**config.mk**
```make
export PLATFORM = sky130hd
export DESIGN_NAME = cbus_host_master_flat
export DESIGN_NICKNAME = d
export VERILOG_FILES = /design/src/rtl/cbus_pkg.sv /design/src/rtl/cbus_host_master_if.sv /design/src/rtl/cbus_tmo_cnt.sv /design/src/rtl/cbus_host_master.sv /design/src/flat_wrapper.sv
export SDC_FILE = /design/constraint.sdc
export NUM_CORES = 1
export LEC_CHECK = 0
export BUFFER_PORTS_ARGS = -buffer_cell sky130_fd_sc_hd__buf_2
export CORE_MARGIN = 4
export CORE_UTILIZATION = 40
export DETAILED_ROUTE_END_ITERATION = 10
export PLACE_DENSITY = 0.7
export SKIP_CTS_REPAIR_TIMING = 1
export SLEW_MARGIN = 20
export SYNTH_ARGS = -nofsm -noshare
export SYNTH_HDL_FRONTEND = slang
export SYNTH_SLANG_ARGS = --single-unit
```
**constraint.sdc**
```tcl
create_clock -name clk -period 7.25 [get_ports clk]
set_clock_uncertainty 0.2 [all_clocks]
set_input_delay 1.0875 -clock clk [delete_from_list [all_inputs] [get_ports clk]]
set_output_delay 1.0875 -clock clk [all_outputs]
set_load 0.01 [all_outputs]
```
**src/rtl/cbus_pkg.sv**
```systemverilog
// Shared definitions for the configuration-bus host master and its select stage.
// Latency: n/a (package only).
// Backpressure: n/a. Provides FSM state encodings, default widths and default error data.
package cbus_pkg;

    localparam int CBUS_DW = 32;
    localparam int CBUS_AW = 16;

    localparam logic [31:0] ERR_DATA_DEFAULT = 32'hDEAD_BEEF;

    typedef enum logic [2:0] {
        ST_IDLE     = 3'd0,
        ST_SETUP    = 3'd1,
        ST_WAIT_ACK = 3'd2,
        ST_CAPTURE  = 3'd3,
        ST_ABORT    = 3'd4
    } cbus_state_t;

endpackage

```
**src/rtl/cbus_host_master_if.sv**
```systemverilog
// Host request/response port plus cbus slave-side signals of the select stage.
// Latency: n/a (wiring only).
// Backpressure: host_req_* is valid/ready; host_rsp_* is a strobe with no backpressure.
// Modport master = host master block; modport slave = host plus select stage (environment).
interface cbus_host_master_if #(
    parameter int DW = cbus_pkg::CBUS_DW,
    parameter int AW = cbus_pkg::CBUS_AW
);
    logic          host_req_valid;
    logic          host_req_ready;
    logic          host_req_wr;
    logic [AW-1:0] host_req_addr;
    logic [DW-1:0] host_req_wdata;
    logic          host_rsp_valid;
    logic [DW-1:0] host_rsp_rdata;
    logic          host_rsp_err;

    logic [AW-1:0] cbus_slv_address;
    logic          cbus_slv_cfg_req;
    logic          cbus_slv_cmd;
    logic [DW-1:0] cbus_slv_wdata;
    logic          cbus_slv_waccept;
    logic          cbus_slv_rresp;
    logic [DW-1:0] cbus_slv_rdatap;

    modport master (
        input  host_req_valid, host_req_wr, host_req_addr, host_req_wdata,
        output host_req_ready, host_rsp_valid, host_rsp_rdata, host_rsp_err,
        output cbus_slv_address, cbus_slv_cfg_req, cbus_slv_cmd, cbus_slv_wdata,
        input  cbus_slv_waccept, cbus_slv_rresp, cbus_slv_rdatap
    );

    modport slave (
        output host_req_valid, host_req_wr, host_req_addr, host_req_wdata,
        input  host_req_ready, host_rsp_valid, host_rsp_rdata, host_rsp_err,
        input  cbus_slv_address, cbus_slv_cfg_req, cbus_slv_cmd, cbus_slv_wdata,
        output cbus_slv_waccept, cbus_slv_rresp, cbus_slv_rdatap
    );

endinterface

```
**src/rtl/cbus_tmo_cnt.sv**
```systemverilog
// Saturating ack-wait counter with clear/enable; flags the last allowed wait cycle.
// Latency: count updates one cycle after clr/en; expired is combinational from count.
// Backpressure: none. Ports: clk, reset, clr, en, limit in; expired out (limit 0 = never).
module cbus_tmo_cnt #(
    parameter int WID = 8
) (
    input  logic           clk,
    input  logic           reset,
    input  logic           clr,
    input  logic           en,
    input  logic [WID-1:0] limit,
    output logic           expired
);

    logic [WID-1:0] count_q;

    always_ff @(posedge clk or posedge reset) begin
        if (reset) begin
            count_q <= '0;
        end else if (clr) begin
            count_q <= '0;
        end else if (en && (count_q != '1)) begin
            count_q <= count_q + WID'(1);
        end
    end

    // Count starts at 0 in the first wait cycle, so limit-1 marks the final one.
    assign expired = (limit != '0) && (count_q == (limit - WID'(1)));

endmodule

```
**src/rtl/cbus_host_master.sv**
```systemverilog
// Host-side cbus master: one register read/write at a time, address setup, ack wait, timeout.
// Latency: handshake to response strobe = 3 + ack wait cycles; timeout response at tmo_limit+1.
// Backpressure: host_req_ready low from handshake until back in IDLE; responses never stall.
// Ports: clk, reset, tmo_limit, abort_pending, bus (host port + cbus slave signals, master modport).
module cbus_host_master
    import cbus_pkg::*;
#(
    parameter int             DW       = CBUS_DW,
    parameter int             AW       = CBUS_AW,
    parameter int             TIM_WID  = 8,
    parameter logic [DW-1:0]  ERR_DATA = ERR_DATA_DEFAULT
) (
    input  logic               clk,
    input  logic               reset,
    input  logic [TIM_WID-1:0] tmo_limit,
    output logic               abort_pending,
    cbus_host_master_if.master bus
);

    cbus_state_t   state_q, state_d;
    logic [AW-1:0] addr_q, addr_d;
    logic          cmd_q, cmd_d;
    logic [DW-1:0] wdata_q, wdata_d;
    logic          cfg_req_q, cfg_req_d;
    logic          ready_q, ready_d;
    logic          rsp_valid_q, rsp_valid_d;
    logic [DW-1:0] rsp_rdata_q, rsp_rdata_d;
    logic          rsp_err_q, rsp_err_d;
    logic          abort_q, abort_d;
    logic          ack;
    logic          cnt_clr;
    logic          cnt_en;
    logic          expired;

    assign ack = bus.cbus_slv_waccept | bus.cbus_slv_rresp;

    cbus_tmo_cnt #(.WID(TIM_WID)) u_tmo_cnt (
        .clk     (clk),
        .reset   (reset),
        .clr     (cnt_clr),
        .en      (cnt_en),
        .limit   (tmo_limit),
        .expired (expired)
    );

    always_ff @(posedge clk or posedge reset) begin
        if (reset) begin
            state_q     <= ST_IDLE;
            addr_q      <= '0;
            cmd_q       <= 1'b0;
            wdata_q     <= '0;
            cfg_req_q   <= 1'b0;
            ready_q     <= 1'b1;
            rsp_valid_q <= 1'b0;
            rsp_rdata_q <= '0;
            rsp_err_q   <= 1'b0;
            abort_q     <= 1'b0;
        end else begin
            state_q     <= state_d;
            addr_q      <= addr_d;
            cmd_q       <= cmd_d;
            wdata_q     <= wdata_d;
            cfg_req_q   <= cfg_req_d;
            ready_q     <= ready_d;
            rsp_valid_q <= rsp_valid_d;
            rsp_rdata_q <= rsp_rdata_d;
            rsp_err_q   <= rsp_err_d;
            abort_q     <= abort_d;
        end
    end

    always_comb begin
        state_d     = state_q;
        addr_d      = addr_q;
        cmd_d       = cmd_q;
        wdata_d     = wdata_q;
        cfg_req_d   = cfg_req_q;
        ready_d     = ready_q;
        rsp_valid_d = 1'b0;
        rsp_rdata_d = '0;
        rsp_err_d   = 1'b0;
        abort_d     = abort_q;
        cnt_clr     = 1'b0;
        cnt_en      = 1'b0;

        unique case (state_q)
            ST_IDLE: begin
                ready_d = 1'b1;
                if (bus.host_req_valid && ready_q) begin
                    addr_d  = bus.host_req_addr;
                    cmd_d   = bus.host_req_wr;
                    wdata_d = bus.host_req_wdata;
                    ready_d = 1'b0;
                    state_d = ST_SETUP;
                end
            end
            // Address has been on the bus for one cycle before cfg_req rises, so the
            // select stage decodes the unit index before any chip-select goes high.
            ST_SETUP: begin
                cnt_clr   = 1'b1;
                cfg_req_d = 1'b1;
                state_d   = ST_WAIT_ACK;
            end
            ST_WAIT_ACK: begin
                cnt_en = 1'b1;
                // Ack takes priority over a timeout expiring in the same cycle.
                if (ack) begin
                    cfg_req_d = 1'b0;
                    state_d   = ST_CAPTURE;
                end else if (expired) begin
                    cfg_req_d   = 1'b0;
                    rsp_valid_d = 1'b1;
                    rsp_err_d   = 1'b1;
                    rsp_rdata_d = cmd_q ? '0 : ERR_DATA;
                    abort_d     = 1'b1;
                    state_d     = ST_ABORT;
                end
            end
            // Read data is valid the cycle after ack; register it with the strobe.
            ST_CAPTURE: begin
                rsp_valid_d = 1'b1;
                rsp_rdata_d = cmd_q ? '0 : bus.cbus_slv_rdatap;
                ready_d     = 1'b1;
                state_d     = ST_IDLE;
            end
            // The unit's chip-select stays up until it acks; swallow that late ack.
            ST_ABORT: begin
                if (ack) begin
                    abort_d = 1'b0;
                    ready_d = 1'b1;
                    state_d = ST_IDLE;
                end
            end
            default: begin
                cfg_req_d = 1'b0;
                abort_d   = 1'b0;
                ready_d   = 1'b1;
                state_d   = ST_IDLE;
            end
        endcase
    end

    assign bus.host_req_ready   = ready_q;
    assign bus.host_rsp_valid   = rsp_valid_q;
    assign bus.host_rsp_rdata   = rsp_rdata_q;
    assign bus.host_rsp_err     = rsp_err_q;
    assign bus.cbus_slv_address = addr_q;
    assign bus.cbus_slv_cfg_req = cfg_req_q;
    assign bus.cbus_slv_cmd     = cmd_q;
    assign bus.cbus_slv_wdata   = wdata_q;
    assign abort_pending        = abort_q;

endmodule

```
**src/flat_wrapper.sv**
```systemverilog
// flat-port wrapper written by rule: the top's interface ports become plain ports
module cbus_host_master_flat import cbus_pkg::*;
#(
    parameter int             DW       = CBUS_DW,
    parameter int             AW       = CBUS_AW,
    parameter int             TIM_WID  = 8,
    parameter logic [DW-1:0]  ERR_DATA = ERR_DATA_DEFAULT
)
  (clk, reset, tmo_limit, abort_pending, bus_host_req_valid, bus_host_req_wr, bus_host_req_addr, bus_host_req_wdata, bus_host_req_ready, bus_host_rsp_valid, bus_host_rsp_rdata, bus_host_rsp_err, bus_cbus_slv_address, bus_cbus_slv_cfg_req, bus_cbus_slv_cmd, bus_cbus_slv_wdata, bus_cbus_slv_waccept, bus_cbus_slv_rresp, bus_cbus_slv_rdatap);
  cbus_host_master_if #(.DW(DW), .AW(AW)) bus_i ();
  input  logic clk;
  input  logic reset;
  input  logic [TIM_WID-1:0] tmo_limit;
  output logic abort_pending;
  input wire logic [$bits(bus_i.host_req_valid)-1:0] bus_host_req_valid;
  input wire logic [$bits(bus_i.host_req_wr)-1:0] bus_host_req_wr;
  input wire logic [$bits(bus_i.host_req_addr)-1:0] bus_host_req_addr;
  input wire logic [$bits(bus_i.host_req_wdata)-1:0] bus_host_req_wdata;
  output wire logic [$bits(bus_i.host_req_ready)-1:0] bus_host_req_ready;
  output wire logic [$bits(bus_i.host_rsp_valid)-1:0] bus_host_rsp_valid;
  output wire logic [$bits(bus_i.host_rsp_rdata)-1:0] bus_host_rsp_rdata;
  output wire logic [$bits(bus_i.host_rsp_err)-1:0] bus_host_rsp_err;
  output wire logic [$bits(bus_i.cbus_slv_address)-1:0] bus_cbus_slv_address;
  output wire logic [$bits(bus_i.cbus_slv_cfg_req)-1:0] bus_cbus_slv_cfg_req;
  output wire logic [$bits(bus_i.cbus_slv_cmd)-1:0] bus_cbus_slv_cmd;
  output wire logic [$bits(bus_i.cbus_slv_wdata)-1:0] bus_cbus_slv_wdata;
  input wire logic [$bits(bus_i.cbus_slv_waccept)-1:0] bus_cbus_slv_waccept;
  input wire logic [$bits(bus_i.cbus_slv_rresp)-1:0] bus_cbus_slv_rresp;
  input wire logic [$bits(bus_i.cbus_slv_rdatap)-1:0] bus_cbus_slv_rdatap;
  assign bus_i.host_req_valid = bus_host_req_valid;
  assign bus_i.host_req_wr = bus_host_req_wr;
  assign bus_i.host_req_addr = bus_host_req_addr;
  assign bus_i.host_req_wdata = bus_host_req_wdata;
  assign bus_host_req_ready = bus_i.host_req_ready;
  assign bus_host_rsp_valid = bus_i.host_rsp_valid;
  assign bus_host_rsp_rdata = bus_i.host_rsp_rdata;
  assign bus_host_rsp_err = bus_i.host_rsp_err;
  assign bus_cbus_slv_address = bus_i.cbus_slv_address;
  assign bus_cbus_slv_cfg_req = bus_i.cbus_slv_cfg_req;
  assign bus_cbus_slv_cmd = bus_i.cbus_slv_cmd;
  assign bus_cbus_slv_wdata = bus_i.cbus_slv_wdata;
  assign bus_i.cbus_slv_waccept = bus_cbus_slv_waccept;
  assign bus_i.cbus_slv_rresp = bus_cbus_slv_rresp;
  assign bus_i.cbus_slv_rdatap = bus_cbus_slv_rdatap;
  cbus_host_master #(.DW(DW), .AW(AW), .TIM_WID(TIM_WID), .ERR_DATA(ERR_DATA)) u_core (.clk(clk), .reset(reset), .tmo_limit(tmo_limit), .abort_pending(abort_pending), .bus(bus_i));
endmodule
```
Yosys cells after proc, flatten, opt, wreduce, memory -nomap -nowiden
Cells that the tools add are included.
- reduce and logical (&&, ||, !) cells: 14
- muxes and demuxes: 28
- add/sub/neg operators: 2
- equality and inequality tests: 11
- bitwise operators: 4
- operators by type and width (cell ; number):
    $mux W32 ; 4
    $pmux W32 S2 ; 1
    $mux W8 ; 2
    $mux W1 ; 12
    $mux W3 ; 4
    $pmux W3 S4 ; 1
    $pmux W1 S3 ; 3
    $add A8 B1 Y8 const B ; 1
    $eq A8 B8 Y1 ; 1
    $ne A8 B8 Y1 const B ; 1
    $reduce_bool A8 Y1 ; 1
    $sub A8 B1 Y8 const B ; 1
    $eq A3 B2 Y1 const B ; 2
    $ne A2 B1 Y1 const B ; 3
    $reduce_and A2 Y1 ; 3
    $reduce_or A3 Y1 ; 2
    $reduce_and A4 Y1 ; 1
    $eq A3 B1 Y1 const B ; 1
    $eq A3 B3 Y1 const B ; 1
    $logic_and A1 B1 Y1 ; 3
    $logic_not A3 Y1 ; 1
    $ne A3 B1 Y1 const B ; 1
    $not A1 Y1 ; 3
    $reduce_and A3 Y1 ; 1
    other kinds (5) ; 5
- output and inout port bits: 86
- input bits: 94
- bits in registers: 97

Logic depth before layout (Yosys ltp)
- depth in word-level cells: 6
- gate-level depth with buffers: 9
- mapped depth without buffers: 7

Cells and area by module
Synthesis repeated with hierarchy kept, for this count alone.
- cells, all modules: 299
- area, all modules: 4032.6 um^2
- by module, submodules not included (module ; area an instance (um^2) ; cells an instance ; instances):
    cbus_host_master ; 3345.7 ; 220 ; 1
    cbus_tmo_cnt ; 686.9 ; 79 ; 1

Worst setup path before layout
No wires, ideal clock.
- path type: input to register
- start: in tmo_limit[0]
- end: reg u_core.cfg_req_q (netlist: u_core.bus.cbus_slv_cfg_req)
- required time: 6.930 ns
- setup time: 0.120 ns
- cell stages on the path: 8
- setup slack: 4.373 ns
- buffers on the path: 1
- arrival: 2.557 ns
- cell sequence: inv_1 > ha_1 > xnor2_1 > a311o_1 > nor4_2 > o211ai_1 > buf_2 > a31o_1
- cells in the longest elaborated chain, start to end: 5
- ends and longest elaborated chain (element ; line ; RTL):
    start: declaration ; flat_wrapper.sv:13 ; input logic [TIM_WID-1:0] tmo_limit;
    $sub A8 B1 Y8 ; cbus_tmo_cnt.sv:28 ; assign expired = (limit != '0) && (count_q == (limit - WID'(1)));
    $eq A8 B8 Y1 ; cbus_tmo_cnt.sv:28 ;
    $logic_and A1 B1 Y1 (*) ; cbus_tmo_cnt.sv:28 ;
    $ne A3 B1 Y1 (no source line) (*) ; - ;
    $reduce_and A2 Y1 (no source line) (*) ; - ;
    end signal: assignment ; cbus_host_master.sv:63 ; cfg_req_q <= cfg_req_d;
    end: declaration ; cbus_host_master.sv:24 ; logic cfg_req_q, cfg_req_d;
Mark *: on every way between the ends. The rest lies on a longest branch, timed or not.
A chain may end at the register's enable or synchronous reset.

Worst setup path after layout
Same ends and word-level chain as after synthesis.

==> impl_results.md <==
* Distinct cells, synth at 40
* Met3 routed WL at 910 um
* Core Region at 9774 um^2
* Post-synthesis compound-gate area fraction at 0.07125
* Final design utilization at 0.5361
* Cell count after synthesis at 329
* Mux contribution to synthesized area at 0.1456
* Adder-Cell Fraction of Synth Area at 0.009375
* Hold crit path type: reg2reg
* CTS buffer count at 9
* Setup CP Type: in2reg
* Status: complete, no violations
* WL met1 at 3.816 mm
* Worst-Margin Slew at 0.8778 ns
* Htree depth at 3
* Fin crit period at 2.807 ns
* Worst-path fanout max at 30
* Die footprint at 11670 um^2
* Vias/cell at 4.734
* Routed wire per std cell at 14.64 um
* Final Hold Fails at 0
* CTS Sinks at 97
* Syn Std Cell Area at 4004 um^2
* IO Pins at 180
* Port-buffer cells at 179
* Total power after layout at 0.001856 W
* Synth warn at 0
* Post-Synth Simple-Gate Area at 0.1094
* Vias at 3044
* CP required at 7.31 ns
* Setup ws final at 4.443 ns
* FILL cells at 874
* VDD IR max at 0.0001346 V
* CP max-delay cell: ha_1
* Syn avg cell area at 12.17 um^2
* DR WL met2 at 4.558 mm
* DP HPWL at 7.120 mm
* Detailed router's first-iteration violation count at 142
* Chip Height at 108.0 um
* Antenna violations before repair at 0
* Worst path cell trace: buf_2 > inv_1 > ha_1 > xnor2_1 > a311o_1 > nor4_2 > o211ai_1 > buf_4 > a31o_1
* Clock Pin Slew Worst Setup and Hold Paths at 0.10 ns
* Max incr delay on CP at 0.30 ns
* RSZ-0062 raised after global routing: no
* GRT Total Usage at 0.1603
* P_leak at 2.611 nW
* Crit path DAT at 2.87 ns
* Synthesized net count at 426
* Deepest clock path buffer count at 2
* Largest net degree at the start of global routing at 72
* Top Metal Used: met4
* First-pass GRT wire length at 14.60 mm
* Row count at 36
* FMAX at 356.3 MHz
* GR Overflow Total at 0
* Antenna-violating nets left at 0
* Initial Util at 0.4096
* Synth Register Bits at 97
* Setup TNS at 0 ns
* Relative slew margins at 0.4148
* Critical Path Source Type: input pin
* Critical path endpoint category: register
* Largest family of logic cells by synthesized area: multiplexers
* First-pass DRT Iterations at 4
* Clk_lat worst skew at 0.36 ns
* Vias in the first global route at 2906
* DRC viols at 0
* Final slew viol count at 0
* Area Growth Syn to Fin at 30.88%
* Number of max-cap violations at 0
* Layout Nets at 602
* Total Wirelength at 9.414 mm
* N_diodes at 0
* Setup WS pre-CTS at 4.043 ns
* CP bufs+invs at 3
* Crit path max-delay family: compound AO/OA/AOI/OAI gates
* XOR/XNOR share of the synthesized area at 0.03281
* PwrDens at 354.1 nW/um^2
* Register area share after synthesis at 0.6066
* Setup violations, final at 0
* DIE WIDTH at 108.0 um
* Share of cells above drive strength 1 at 0.4961
* CTS tree: yes
* CTS root buf: clkbuf_8
* Final GP Congestion at 0.8183
* Final Cycle Share at 0.3872
## routing by layer
| layer | up-vias | GRT usage |
|---|---|---|
| met2 | 123 | 0.2575 |
| met3 | 11 | 0.05254 |
| met5 | - | 0 |
| met1 | 1437 | 0.2004 |
| met4 | 0 | 0.06492 |
| li1 | 1473 | - |
## sequential cells by signal, summed over array words and instances (netlist names)
| signal | count |
|---|---|
| u_core.abort_pending | 1 |
| u_core.bus.cbus_slv_address | 16 |
| u_core.bus.host_req_ready | 1 |
| u_core.state_q | 3 |
| u_core.bus.cbus_slv_cmd | 1 |
| u_core.bus.host_rsp_err | 1 |
| u_core.bus.cbus_slv_cfg_req | 1 |
| u_core.u_tmo_cnt.count_q | 8 |
| u_core.bus.host_rsp_rdata | 32 |
| u_core.bus.host_rsp_valid | 1 |
| u_core.bus.cbus_slv_wdata | 32 |
## power by group
group,internal (W),switching (W),total (W)
clock network,0.000171,0.000184,0.000355
logic,0.000337,0.000332,0.000669
registers,0.000729,0.000103,0.000832
total,0.00124,0.000619,0.00186
## placed cells by master (no fill, tap or decap), types with 3 or more instances in the layout
cell | netlist | routed
a21oi_1 | 4 | 4
and2_1 | 8 | 8
buf_2 | 8 | 179
buf_4 | 0 | 5
clkbuf_8 | 0 | 10
dfrtp_1 | 96 | 96
ha_1 | 3 | 3
inv_1 | 5 | 4
mux2_1 | 5 | 5
mux2_2 | 45 | 45
nand2_1 | 34 | 34
nand3_1 | 5 | 5
nand4_1 | 3 | 3
nor2_1 | 18 | 18
nor2b_1 | 3 | 3
nor3_1 | 4 | 4
nor4_2 | 2 | 3
o21ai_0 | 24 | 24
o21ai_1 | 8 | 8
xnor2_1 | 10 | 10
xor2_1 | 5 | 5
## final timing paths
check                                            startpoint                                        to  slack, ns  depth (start not counted)
max                                            tmo_limit[0]   u_core.bus.cbus_slv_cfg_req$_DFFE_PP0P_       4.44                          9
min                        u_core.abort_pending$_DFFE_PP0P_          u_core.abort_pending$_DFFE_PP0P_       0.29                          2
max reg2reg                   u_core.state_q[1]$_DFFE_PP0P_   u_core.bus.host_rsp_rdata[16]$_DFF_PP0_       5.11                          4
min in group asynchronous                             reset  u_core.bus.cbus_slv_wdata[1]$_DFFE_PP0P_       0.49                          2
max in group asynchronous                             reset             u_core.state_q[1]$_DFFE_PP0P_       5.18                          3
min reg2reg                u_core.abort_pending$_DFFE_PP0P_          u_core.abort_pending$_DFFE_PP0P_       0.29                          2
## per-stage QoR
step                      hold WS (ns)  cell area [um^2]  std cells
final                           0.2920              5240        643
after global routing            0.3267              5240        643
after CTS                       0.2999              5240        643
after detailed placement        0.2769              5036        627
after global placement          0.2635              5036        627
after floorplan                 0.3093              4004        329
## worst min-delay path: stages (launching register included)
cell	delay [ns]
dfrtp_1	0.36
nand2_1	0.05
o21ai_0	0.06
## synth_stat cells (all sizes together)
| cell | count | share of area |
|---|---|---|
| xor2 | 5 | 0.011 |
| mux2i | 2 | 0.0050 |
| o31a | 1 | 0.0022 |
| a31o | 1 | 0.0022 |
| a31oi | 1 | 0.0016 |
| buf | 8 | 0.010 |
| nor3 | 4 | 0.0050 |
| dfstp | 1 | 0.0066 |
| or2 | 2 | 0.0031 |
| nand3 | 5 | 0.0062 |
| nor3b | 2 | 0.0037 |
| o22a | 1 | 0.0022 |
| inv | 5 | 0.0047 |
| clkbuf | 11 | 0.010 |
| xnor2 | 10 | 0.022 |
| nor2b | 3 | 0.0047 |
| a211o | 1 | 0.0022 |
| a311o | 1 | 0.0025 |
| and2 | 8 | 0.013 |
| nand3b | 2 | 0.0037 |
| o21bai | 2 | 0.0037 |
| a21oi | 4 | 0.0050 |
| nor4 | 4 | 0.0094 |
| a21o | 2 | 0.0037 |
| dfrtp | 96 | 0.60 |
| o21ai | 32 | 0.040 |
| nand2 | 34 | 0.032 |
| o2bb2ai | 1 | 0.0022 |
| nand4 | 3 | 0.0047 |
| o211ai | 1 | 0.0019 |
| mux2 | 50 | 0.14 |
| nor2 | 18 | 0.017 |
| o31ai | 1 | 0.0019 |
| nand2b | 2 | 0.0031 |
| ha | 3 | 0.0094 |
| or3 | 2 | 0.0044 |
## area by class of cell
cell class	instances	area, um^2	share of cell area
clock buffer	11	141.4	0.02698
inverter	5	21.27	0.004059
timing repair buffer	184	933.4	0.1781
sequential	97	2429	0.4635
tap	133	166.4	0.03176
multi-input combinational	208	1486	0.2837
clock inverter	5	62.56	0.01194
## cell families (layout without fill, tap and decap cells)
logic type / after synthesis / in the layout
DFF: 97 / 97
buffers and inverters: 24 / 205
and+or+nand+nor: 89 / 89
xor gates and xnor gates: 15 / 15
muxes: 52 / 52
AOI/OAI and AO/OA: 49 / 49
adders and majority gates: 3 / 3
No activity file was read; power rests on OpenSTA's default activity.
